<file path="src/rtl/shift_pkg.sv">
// Shared definitions for the shift-pass sequencer and its fixed-K shifter.
// Shift-type codes, sequencer state encoding and default sizing constants.
package shift_pkg;

  localparam logic [2:0] SHIFT_LSR = 3'b000;
  localparam logic [2:0] SHIFT_LSL = 3'b001;
  localparam logic [2:0] SHIFT_ASR = 3'b010;
  localparam logic [2:0] SHIFT_ASL = 3'b011;
  localparam logic [2:0] SHIFT_ROR = 3'b100;
  localparam logic [2:0] SHIFT_ROL = 3'b101;

  localparam int SHIFT_WIDTH = 8;
  localparam int SHIFT_K     = 3;
  localparam int SHIFT_CNT_W = 4;

  typedef enum logic [1:0] {
    ST_IDLE = 2'd0,
    ST_RUN  = 2'd1,
    ST_DONE = 2'd2
  } state_t;

endpackage

</file>
<file path="src/rtl/shift_pass_sequencer.sv">
// Runs an operand through an external fixed-K shifter for a requested number of passes.
// Optional SHIFT_PASS_EARLY_EXIT_EN: stop as soon as the operand becomes zero.
//
// state   | meaning
// IDLE    | ready for a request
// RUN     | one shifter pass per cycle, Acc fed back through the shifter
// DONE    | response valid, held until RspReady
module shift_pass_sequencer
  import shift_pkg::*;
#(
  parameter int WIDTH = SHIFT_WIDTH,
  parameter int K     = SHIFT_K,
  parameter int CNT_W = SHIFT_CNT_W
) (
  input  logic             clk,
  input  logic             rst_n,
  input  logic             ReqValid,
  output logic             ReqReady,
  input  logic [WIDTH-1:0] ReqNum,
  input  logic [2:0]       ReqType,
  input  logic [CNT_W-1:0] ReqPasses,
  output logic [WIDTH-1:0] ShfNum,
  output logic [2:0]       ShfType,
  input  logic [WIDTH-1:0] ShfOut,
  output logic             RspValid,
  input  logic             RspReady,
  output logic [WIDTH-1:0] RspData,
  output logic [CNT_W-1:0] RspPasses,
  output logic             Busy
);

  // K only matters to the attached shifter; reject configurations it cannot honour.
  if (K < 1 || K >= WIDTH) begin : g_bad_k
    $error("shift_pass_sequencer: K must be in 1..WIDTH-1");
  end

  state_t           state, state_nxt;
  logic [WIDTH-1:0] acc, acc_nxt;
  logic [2:0]       type_reg, type_nxt;
  logic [CNT_W-1:0] remain, remain_nxt;
  logic [CNT_W-1:0] pass_cnt, pass_cnt_nxt;
  logic             zero_exit;

`ifdef SHIFT_PASS_EARLY_EXIT_EN
  // Zero is a fixed point of every shift type, so further passes change nothing.
  assign zero_exit = (ShfOut == '0);
`else
  assign zero_exit = 1'b0;
`endif

  always_ff @(posedge clk or negedge rst_n) begin
    if (!rst_n) begin
      state    <= ST_IDLE;
      acc      <= '0;
      type_reg <= '0;
      remain   <= '0;
      pass_cnt <= '0;
    end else begin
      state    <= state_nxt;
      acc      <= acc_nxt;
      type_reg <= type_nxt;
      remain   <= remain_nxt;
      pass_cnt <= pass_cnt_nxt;
    end
  end

  always_comb begin
    state_nxt    = state;
    acc_nxt      = acc;
    type_nxt     = type_reg;
    remain_nxt   = remain;
    pass_cnt_nxt = pass_cnt;
    ReqReady     = 1'b0;
    RspValid     = 1'b0;
    case (state)
      ST_IDLE: begin
        ReqReady = 1'b1;
        if (ReqValid) begin
          acc_nxt      = ReqNum;
          type_nxt     = ReqType;
          remain_nxt   = ReqPasses;
          pass_cnt_nxt = '0;
          state_nxt    = (ReqPasses != '0) ? ST_RUN : ST_DONE;
        end
      end
      ST_RUN: begin
        acc_nxt      = ShfOut;
        remain_nxt   = remain - CNT_W'(1);
        pass_cnt_nxt = pass_cnt + CNT_W'(1);
        // Exiting on remain==1 means the down-counter never wraps, even at the max count.
        if (remain == CNT_W'(1) || zero_exit) begin
          state_nxt = ST_DONE;
        end
      end
      ST_DONE: begin
        RspValid = 1'b1;
        if (RspReady) begin
          state_nxt = ST_IDLE;
        end
      end
      default: begin
        state_nxt = ST_IDLE;
      end
    endcase
  end

  assign ShfNum    = acc;
  assign ShfType   = type_reg;
  assign RspData   = acc;
  assign RspPasses = pass_cnt;
  assign Busy      = (state != ST_IDLE);

endmodule

</file>
<file path="config.mk">
export PLATFORM = sky130hd
export DESIGN_NAME = shift_pass_sequencer
export DESIGN_NICKNAME = d
export VERILOG_FILES = /design/src/rtl/shift_pkg.sv /design/src/rtl/shift_pass_sequencer.sv
export SDC_FILE = /design/constraint.sdc
export NUM_CORES = 1
export LEC_CHECK = 0
export ABC_AREA = 1
export CORE_ASPECT_RATIO = 0.75
export CORE_MARGIN = 3
export CORE_UTILIZATION = 25
export DETAILED_ROUTE_END_ITERATION = 6
export DONT_BUFFER_PORTS = 1
export HOLD_SLACK_MARGIN = 0.1
export MAX_ROUTING_LAYER = met4
export PLACE_DENSITY = 0.36
export RECOVER_POWER = 50
export SLEW_MARGIN = 25
export SYNTH_ARGS = -nofsm -noshare
export SYNTH_HDL_FRONTEND = slang
export SYNTH_SLANG_ARGS = --single-unit
</file>
<file path="constraint.sdc">
create_clock -name clk -period 2.4 [get_ports clk]
set_input_delay 0.6 -clock clk [delete_from_list [all_inputs] [get_ports clk]]
set_output_delay 0.6 -clock clk [all_outputs]
set_load 0.01 [all_outputs]
</file>
==> qor.yml <==
final_nets: 164
irDropWorstVdd_uv: 363
vias_per_cell: 4.62
synth_top_area_share_pct: 46.0
status: "finished, final reports clean"
synthArstFlopShare_pct: 100
routed_wl_mm: 2.62
coreArea_mm2: 0.00423
regToRegStartpoint: "state[0]"
cp-end-kind: "flip-flop"
grt_overflow: 0
p_leak_uw: 0.000554
wl_per_cell_um: 13.9
initial_core_util_pct: 27.0
rsz0062_at_grt: "no"
antennaDiodeCount: 0
final_design_area_no_fill_mm2: 0.00117
syn-mean-instance-area_um2: 8.16
ys_warn_count: 0
critPathLaunchType: "flip-flop"
switching_power_uw: 791
p_clk_share_pct: 14.2
cts_buffers: 3
placedInstanceArea_mm2: 0.00113
grt_pass1_wl_mm: 4.24
max-clock-path-buffers: 2
dp_hpwl_mm: 1.92
max_freq_ghz: 0.537
synth.largest_area_cell: "dfrtp_1"
synthCells: 140
cts_root_buf: "clkbuf_8"
finalClockSkew_ps: 5.13
path_clk_slew_ps: 80
p_int_uw: 885
drv_cap: 0
synth.area.top_cells: "dfrtp_1 46%, nand2_1 13%, nand3_1 7.4%"
yosys-top-cells-count: "41 x nand2_1, 21 x dfrtp_1, 17 x nand3_1"
die_area_mm2: 0.00542
tightest_slew_ps: 1200
power.density_mw_per_mm2: 1430
hold_viol: 0
p_seq_share_pct: 46.3
track_usage_pct: 10.1
finalCritPeriodShare_pct: 77.6
cp.arrival_ps: 2020
worstSkewPairLatency_ps: 260
p_comb_share_pct: 39.6
min_from: "ReqType[1]"
cp-startpoint: "state[0]"
syn_area_mm2: 0.00114
drv_slew: 0
required_ps: 2550
setup-tns-final_ps: 0
fillers: 468
hold_path_class: "in2reg"
finalCriticalPeriod_ps: 1860
htreeDepth: 1
setup_violations: 0
grt_max_degree: 22
synth_top_flop_cell: "dfrtp_1"
ioPinCount: 53
clkSinkCount: 21
register_area_um2: 526
ys_seq_area_share_pct: 46.0
post-route-drc-count: 0
grt_pass1_vias: 833
synth_edf_count: 0
postCtsSetupRepairBufs: 0
dr.pass1.iters: 4
yosysUniqueCellTypes: 21
synth_most_common_cell: "nand2_1"
ant_nets: 0
tritoncts: "done"
synthToLayoutAreaGrowth_pct: 2.30
syn_nets: 170
multi_input_comb_area_um2: 483
ys_ff_latch: 21
slew_headroom_pct: 20.1
swShare_pct: 47.2
drive_gt1_share_pct: 4.51
vias: 869
portBuffers: 0
antenna_found_initial: 0
crit_type: "reg2reg"
dieWidth_um: 84.1
critPathMaxFanout: 14
dieHeight_um: 64.5
place.gp.congestion: 0.724
drtIter0Drc: 24
fp-row-count: 20
post_cts_resized: 0
[final cells by class]
| type | instances | share of cell area (%) |
|---|---|---|
| inverters | 11 | 3.53 |
| clock buffers | 3 | 3.53 |
| clock inverters | 1 | 0.428 |
| flip-flops and latches | 21 | 45.0 |
| multi-input cells | 96 | 41.3 |
| repair buffers | 1 | 0.321 |
| well taps | 55 | 5.89 |
[flip-flops by register name, summed over array words and instances, names as in the netlist]
name       cells
ShfType        3
state          2
remain         4
RspData        8
RspPasses      4
[stage by stage]
stage / util, % / std cells / setup WS [ps] / hold WS (ps) / total power, uW
2_1_floorplan: - / 140 / 959 / 304 / 1430
3_3_place_gp: 26.6 / 183 / 807 / 305 / 1450
3_5_place_dp: 26.6 / 183 / 737 / 305 / 1480
4_1_cts: 28.0 / 188 / 538 / 467 / 1730
5_1_grt: 27.6 / 188 / 322 / 465 / 1860
6_report: 27.6 / 188 / 539 / 476 / 1680
[power groups by stage]
stage / logic (uW) / clock network [uW] / registers [uW]
floorplan: 716 / 0 / 712
global placement: 658 / 0 / 794
finish: 663 / 237 / 776
CTS: 692 / 249 / 788
detailed placement: 681 / 0 / 795
global route: 783 / 269 / 807
[cell families (layout without fill, tap and decap cells)]
| logic type | Yosys count | in the layout | synth area share (%) |
|---|---|---|---|
| simple gates | 70 | 70 | 26.1 |
| buf+inv | 23 | 16 | 11.1 |
| compound gates | 21 | 21 | 12.0 |
| flops | 21 | 21 | 46.0 |
| fa+ha+maj | 3 | 3 | 3.29 |
| xor+xnor | 2 | 2 | 1.53 |
[cells in the final DEF, fill, tap and decap left out]
cell type	instances
nand2_1	41
dfrtp_1	21
nand3_1	17
inv_1	10
nor2_1	10
o21a_1	8
o21ai_0	7
ha_1	3
clkbuf_8	3
xor2_1	2
nor2_2	1
o21ai_2	1
clkinv_1	1
o211ai_1	1
o21ai_1	1
a21oi_1	1
a22o_1	1
nand3b_1	1
o21bai_1	1
clkinv_2	1
clkbuf_1	1
[routing by layer]
| metal | GRT usage [%] | routed length, um |
|---|---|---|
| met5 | - | 0 |
| met4 | 1.81 | 13 |
| met3 | 5.08 | 224 |
| met2 | 15.5 | 1180 |
| met1 | 12.1 | 1200 |
[path summary, 6_finish.rpt]
path | cells after the start | end | slack (ps)
setup / recovery | 5 | state[0] | 540
hold / removal | 2 | ShfType[1] | 480
setup reg to reg | 5 | state[0] | 540
hold reg to reg | 2 | remain[3] | 530
max in group asynchronous | 1 | RspData[6] | 1130
min in group asynchronous | 1 | state[0] | 560
[worst max-delay path: stages, from the launching register on]
cell and delay, ps:
dfrtp_1 460, clkinv_1 90, nor2_1 770, nand2_1 230
nand3_1 130, o21bai_1 70
[what timing repair did]
action | CTS | global route
endpoints found under the hold margin | 21 | 0
setup endpoints to repair | 0 | 0
hold buffers | 1 | 0
Note: power is estimated with default switching activity, not from simulation.
